===== src/rtl/rv_fetch_unit.sv =====
// Instruction fetch front end: issues sequential word fetches under a credit limit,
// buffers in-order responses in a prefetch FIFO and flushes on branch redirect.
module rv_fetch_unit #(
   parameter int              XLEN       = 64,
   parameter logic [XLEN-1:0] RESET_PC   = '0,
   parameter int              FIFO_DEPTH = 4
) (
   input  logic            clk,
   input  logic            rstn,
   input  logic            redirect_i,
   input  logic [XLEN-1:0] redirect_pc_i,
   output logic            imem_req_valid_o,
   input  logic            imem_req_ready_i,
   output logic [XLEN-1:0] imem_req_addr_o,
   input  logic            imem_rsp_valid_i,
   input  logic [31:0]     imem_rsp_data_i,
   output logic            if_valid_o,
   input  logic            if_ready_i,
   output logic [31:0]     if_instr_o,
   output logic [XLEN-1:0] if_pc_o
);
   localparam int PW = $clog2(FIFO_DEPTH);
   localparam int CW = PW + 1;
   localparam logic [CW:0]     CREDITS = (CW + 1)'(FIFO_DEPTH);
   localparam logic [XLEN-1:0] PC_STEP = XLEN'(4);

   logic [XLEN-1:0] fetch_pc_q, fetch_pc_d;
   logic [XLEN-1:0] rsp_pc_q, rsp_pc_d;
   logic [CW-1:0]   count_q, count_d;
   logic [CW-1:0]   inflight_q, inflight_d;
   logic [CW-1:0]   drop_q, drop_d;
   logic [PW-1:0]   wr_ptr_q, wr_ptr_d;
   logic [PW-1:0]   rd_ptr_q, rd_ptr_d;
   logic [31:0]     fifo_instr_q [FIFO_DEPTH];
   logic [XLEN-1:0] fifo_pc_q [FIFO_DEPTH];
   logic [CW:0]     occupancy;
   logic [XLEN-1:0] target_pc;
   logic            req_fire, push, discard, pop;
   logic            unused_pc_lsb;

   // Target low bits are forced to word alignment.
   assign target_pc     = {redirect_pc_i[XLEN-1:2], 2'b00};
   assign unused_pc_lsb = ^redirect_pc_i[1:0];

   // Every request reserves a FIFO slot, so pushes can never overflow.
   assign occupancy        = {1'b0, count_q} + {1'b0, inflight_q};
   assign imem_req_valid_o = rstn && !redirect_i && (occupancy < CREDITS);
   assign imem_req_addr_o  = fetch_pc_q;
   assign req_fire         = imem_req_valid_o && imem_req_ready_i;

   assign push    = imem_rsp_valid_i && !redirect_i && (drop_q == '0);
   assign discard = imem_rsp_valid_i && !redirect_i && (drop_q != '0);
   assign pop     = if_valid_o && if_ready_i && !redirect_i;

   assign if_valid_o = (count_q != '0);
   assign if_instr_o = if_valid_o ? fifo_instr_q[rd_ptr_q] : '0;
   assign if_pc_o    = if_valid_o ? fifo_pc_q[rd_ptr_q] : '0;

   always_comb begin
      fetch_pc_d = fetch_pc_q;
      rsp_pc_d   = rsp_pc_q;
      drop_d     = drop_q;
      wr_ptr_d   = wr_ptr_q;
      rd_ptr_d   = rd_ptr_q;
      count_d    = count_q + CW'(push) - CW'(pop);
      inflight_d = inflight_q + CW'(req_fire) - CW'(imem_rsp_valid_i);
      if (req_fire) fetch_pc_d = fetch_pc_q + PC_STEP;
      if (discard)  drop_d = drop_q - CW'(1);
      if (push) begin
         rsp_pc_d = rsp_pc_q + PC_STEP;
         wr_ptr_d = wr_ptr_q + PW'(1);
      end
      if (pop) rd_ptr_d = rd_ptr_q + PW'(1);
      // Redirect empties the FIFO and marks every still-outstanding request as stale.
      if (redirect_i) begin
         fetch_pc_d = target_pc;
         rsp_pc_d   = target_pc;
         count_d    = '0;
         rd_ptr_d   = wr_ptr_q;
         wr_ptr_d   = wr_ptr_q;
         drop_d     = inflight_q - CW'(imem_rsp_valid_i);
      end
   end

   always_ff @(posedge clk) begin
      if (!rstn) begin
         fetch_pc_q <= RESET_PC;
         rsp_pc_q   <= RESET_PC;
         count_q    <= '0;
         inflight_q <= '0;
         drop_q     <= '0;
         wr_ptr_q   <= '0;
         rd_ptr_q   <= '0;
      end else begin
         fetch_pc_q <= fetch_pc_d;
         rsp_pc_q   <= rsp_pc_d;
         count_q    <= count_d;
         inflight_q <= inflight_d;
         drop_q     <= drop_d;
         wr_ptr_q   <= wr_ptr_d;
         rd_ptr_q   <= rd_ptr_d;
      end
   end

   always_ff @(posedge clk) begin
      if (push) begin
         fifo_instr_q[wr_ptr_q] <= imem_rsp_data_i;
         fifo_pc_q[wr_ptr_q]    <= rsp_pc_q;
      end
   end
endmodule


===== config.mk =====
export PLATFORM = sky130hd
export DESIGN_NAME = rv_fetch_unit
export DESIGN_NICKNAME = d
export VERILOG_FILES = /design/src/rtl/rv_fetch_unit.sv
export SDC_FILE = /design/constraint.sdc
export NUM_CORES = 1
export LEC_CHECK = 0
export CORE_MARGIN = 1.5
export CORE_UTILIZATION = 55
export DETAILED_ROUTE_END_ITERATION = 16
export HOLD_SLACK_MARGIN = 0.02
export PLACE_DENSITY_LB_ADDON = 0.05
export SLEW_MARGIN = 20
export SYNTH_ARGS = -nofsm -noshare
export SYNTH_HDL_FRONTEND = slang
export SYNTH_SLANG_ARGS = --single-unit

===== constraint.sdc =====
create_clock -name clk -period 9.1 [get_ports clk]
set_clock_uncertainty 0.05 [all_clocks]
set_input_delay 1.82 -clock clk [delete_from_list [all_inputs] [get_ports clk]]
set_output_delay 1.82 -clock clk [all_outputs]
set_load 0.01 [all_outputs]

[Word-level counts from Yosys, hierarchy flattened]
Memory sizes are Yosys's and may differ from the RTL's. A register that Yosys moved wholly into a read port is not among the register bits.
Cells that the tools add are included.
Cells by class
  bitwise gates (word level): 2
  $add $sub $neg: 11
  mux-type cells: 16
  magnitude comparators: 1
  reduce and logical (&&, ||, !) cells: 18
Operators by type and width (count)
  $mux W64: 5
  $add A64 B3 Y64 const B: 2
  $mux W32: 1
  $mux W2: 6
  $sub A3 B1 Y3: 3
  $logic_and A1 B1 Y1: 8
  $reduce_bool A2 Y1: 4
  $add A3 B1 Y3: 2
  $mux W3: 2
  $reduce_bool A3 Y1: 2
  $add A2 B1 Y2 const B: 2
  $add A3 B3 Y4: 1
  $lt A4 B3 Y1 const B: 1
  $logic_not A3 Y1: 1
  $sub A3 B1 Y3 const B: 1
  $mux W1: 2
  $not A1 Y1: 2
  $reduce_and A2 Y1: 1
  $reduce_or A2 Y1: 1
  $logic_not A1 Y1: 1
Storage, ports and cells
  memories: 2
  register bits: 141
  memory bits (writable): 384
  logic and storage cells: 59
  output and inout port bits: 162
  input port bits: 102
Memory list
  fifo_pc_q: words 4, width 64, read ports 1, clocked after Yosys merged registers in 1, wr ports 1, RTL line 35  | logic [XLEN-1:0] fifo_pc_q [FIFO_DEPTH];
  fifo_instr_q: words 4, width 32, read ports 1, clocked after Yosys merged registers in 1, wr ports 1, RTL line 34  | logic [31:0] fifo_instr_q [FIFO_DEPTH];

[Longest topological paths before layout]
  depth in word-level cells: 7
  mapped depth: 16
  gate-level depth less buffers: 12

[Least setup slack after synthesis]
OpenSTA, ideal clock, no wires.
  kind: input -> register
  from: input redirect_i
  to: memory fifo_instr_q[0][0], enable pin
  stages: 5
  path buffers: 3
  library setup time: 464 ps
  slack: 3620 ps
  data arrival time: 4966 ps
  path through: clkbuf_1 inv_1 clkbuf_1 clkbuf_1 and3_1
On the way
  longest elaborated chain between the ends: 5
Ends and longest elaborated chain
  start: declaration: RTL line 10  | input logic redirect_i,
  $logic_not A1 Y1: RTL line 51  | assign push = imem_rsp_valid_i && !redirect_i && (drop_q == '0);
  $logic_and A1 B1 Y1 (2 in a row): RTL line 51
  $mux W1: RTL line 106  | if (push) begin
  $mux W1 (implied by the code): RTL line 107  | fifo_instr_q[wr_ptr_q] <= imem_rsp_data_i;
  end: declaration: RTL line 34
No other way between the ends.

[Worst setup path in the final report]
  from: input rstn
  to: output imem_req_valid_o
On the way
  longest elaborated chain between the ends: 2
Ends and longest elaborated chain
  start: declaration: RTL line 9  | input logic rstn,
  $logic_and A1 B1 Y1 (2 in a row): RTL line 47  | assign imem_req_valid_o = rstn && !redirect_i && (occupancy < CREDITS);
  end: declaration: RTL line 12  | output logic imem_req_valid_o,
No other way between the ends.

==> results.ini <==
[cells_and_area]
utilization = 0.6781
layout_commonest_cell = edfxtp_1
drive_above_1_share = 0.1196
antenna_cells = 0
post_layout_nonfiller_instances = 2406
area_delta_synth_final_pct = 21.67
fin_nets = 1959
fill_cells = 2865
fin_area_sq_um = 26880
layout_common_cells = 376 x edfxtp_1, 256 x clkdlybuf4s50_1, 137 x dfxtp_1

[critical_path]
worstPathRequired_ns = 7.23
max_stage_delay_ns = 0.56
critPathCaptureType = output port
r2r_start = inflight_q[1]$_SDFF_PN0_
path_cells = clkdlybuf4s50_1, buf_4, nor2b_1, and3_1, clkdlybuf4s50_1
cp_num_buf_inv = 3
regToRegSetupSlack_ns = 5.75
critPathSlowestCell = clkdlybuf4s50_1
cp_num_cells = 5
crit_family = buffers and inverters
path_class = in2out
startpoint_type = input port
reg2reg_to = inflight_q[2]$_SDFF_PN0_
critPathMaxFanout = 61
r2r_cells = 14
crit_top_cell = clkdlybuf4s50_1
crit_arrival_ns = 4.01

[clock_tree]
cts_buffers = 52
cts_resized = 0
cts_htree_levels = 2
cts.sinks = 515
post_cts_buffers = 0
cts_root_buffer = clkbuf_16
clk_latency_ns = 0.59
cts_tree = built
cts_hold_buf = 0
cts.path.max_buffers = 3
clk_pin_slew_ns = 0.06

[synthesis]
synthTopCellsByArea = edfxtp_1 51%, dfxtp_1 13%, mux4_2 9.6%, and2_1 3.0%, a21oi_1 2.3%
synth-simple-area-share = 0.1288
yosys.area_share.adder = 0.01087
synth_seq_area_share = 0.6370
ys_types = 73
async_flop_share = 0
ys_seq_elements = 515
muxShareOfSynthArea = 0.09882
yosysTopAreaCell = edfxtp_1
synth_top_family_by_area = simple AND/OR/NAND/NOR gates
synth_edf_count = 376
synth_flop_cell = edfxtp_1
synth_top_cell_area_share = 0.5110
yosys.area_share.xor_xnor = 0.03568
syn_area_sq_um = 22090
synth_compound_area_frac = 0.06762
synthesis.instances = 1603
avgSynthCellArea_sq_um = 13.78
yosysWarnings = 0

[sta]
worst_slew_pin_slew_ns = 0.9531
hold_viol_final = 0
period_share = 0.6461
setup_ws_ns = 3.221
max_freq_ghz = 0.1701
relSlewSlack = 0.3646
finalHoldWorstSlack_ns = 0.4736
setup_violations = 0
post-route-min-period_ns = 5.879
slew_violations = 0
rsz0062_at_grt = no
tns_ns = 0

[placed_design]
gp_routability_congestion = 0.9077
dp.cells = 2310
hpwl_microns = 34610
place_ws_ns = 3.267
io_buffer_count = 257
placed_cell_area_sq_um = 25080

[min_path]
worstHoldPathType = reg2reg
whs_path_depth = 2
hp-start = wr_ptr_q[1]$_SDFFE_PN0P_
worstHoldEndpoint = wr_ptr_q[1]$_SDFFE_PN0P_

[grt]
antenna_found_initial = 1
overflow = 0
grt_max_degree = 97
first_global_vias = 14310
track_usage = 0.2662
grt_pass1_wl_microns = 83970

[floorplan]
die_h_microns = 203.4
core_sq_um = 39640
die_area_sq_um = 41380
rows = 73
start_util = 0.5574
fp.dieW_microns = 203.4
ios = 264

[routing]
vias = 14670
vias_per_cell = 6.097
first_pass_iters = 6
drc_errors = 0
wire_per_inst_microns = 22.72
ant_nets = 0
wirelength_microns = 54670
drt_iter0_drc = 1021

[pwr]
report.power.total_mw = 5.466
p_per_area_nw_per_um2 = 203.3
p_leak_nw = 8.711
vdd_drop_max_uv = 128.9

[outcome]
status = completed

[flow_run]
drv_cap = 0

==> worst max path at each step <==
stage / start / to
floorplan: redirect_i / fifo_instr_q[0][0]$_DFFE_PP_
global placement: rstn / imem_req_valid_o
detailed placement: rstn / imem_req_valid_o
CTS: rstn / imem_req_valid_o
global route: rstn / imem_req_valid_o
finish: rstn / imem_req_valid_o
==> flip-flops by register name, indices dropped and copies added, names as in the netlist, named ones only <==
| name | count |
|---|---|
| fifo_instr_q | 128 |
| count_q | 3 |
| drop_q | 3 |
| fifo_pc_q | 248 |
| wr_ptr_q | 2 |
| rsp_pc_q | 62 |
| inflight_q | 3 |
| imem_req_addr_o | 62 |
| rd_ptr_q | 2 |
==> synth_stat cells, drive strengths merged (2+ instances only) <==
cell,number
a211oi,7
a21boi,5
a21oi,101
a221oi,3
a22o,2
a22oi,9
a31oi,18
a32oi,2
and2,109
and3,41
and4,17
buf,20
clkbuf,73
dfxtp,139
edfxtp,376
fa,2
ha,16
inv,20
mux2,5
mux4,94
nand2,86
nand3,66
nand3b,2
nand4,49
nor2,62
nor3,34
nor3b,2
nor4,14
nor4b,3
o211ai,6
o21a,3
o21ai,81
o22ai,13
o311ai,2
o31ai,3
o41ai,2
or3,9
or4,3
xnor2,48
xor2,42
==> cell type report <==
cell class                 count  area (sq um)  area share
clock buffer                  70          1420     0.05283
clock inverter                26         375.4     0.01396
inverter                      20         77.57    0.002886
multi-input combinational    978          7590      0.2823
sequential                   515         14080      0.5238
tap                          525         656.9     0.02444
timing repair buffer         272          2680     0.09970
==> worst min-delay path, cell delays in order (launching register included) <==
cell	delay (ns)
dfxtp_1	0.35
nand2_1	0.07
a21oi_1	0.06
==> cells by family (layout without fill, tap and decap cells) <==
group | after synthesis | after routing
adder cells (fa/ha/maj) | 18 | 18
XOR/XNOR | 90 | 90
AND/OR/NAND/NOR | 504 | 504
other | 1 | 4
AO/OA/AOI/OAI | 262 | 262
buffers and inverters | 113 | 388
multiplexers | 100 | 100
flip-flops | 515 | 515
==> power by group <==
part	leakage, nW	switching (mW)	total, mW	internal, mW
Combinational	3.27	0.249	0.504	0.255
Sequential	4.59	0.102	2.72	2.62
Clock	0.851	0.889	2.24	1.35
==> metal layers <==
layer / wire length [microns] / track usage / up-vias
li1: - / - / 6632
met1: 24190 / 0.3945 / 7286
met2: 24610 / 0.4042 / 649
met3: 4442 / 0.04298 / 101
met4: 1414 / 0.08836 / 2
met5: 12 / 0 / -
(Power assumes the default switching activity.)
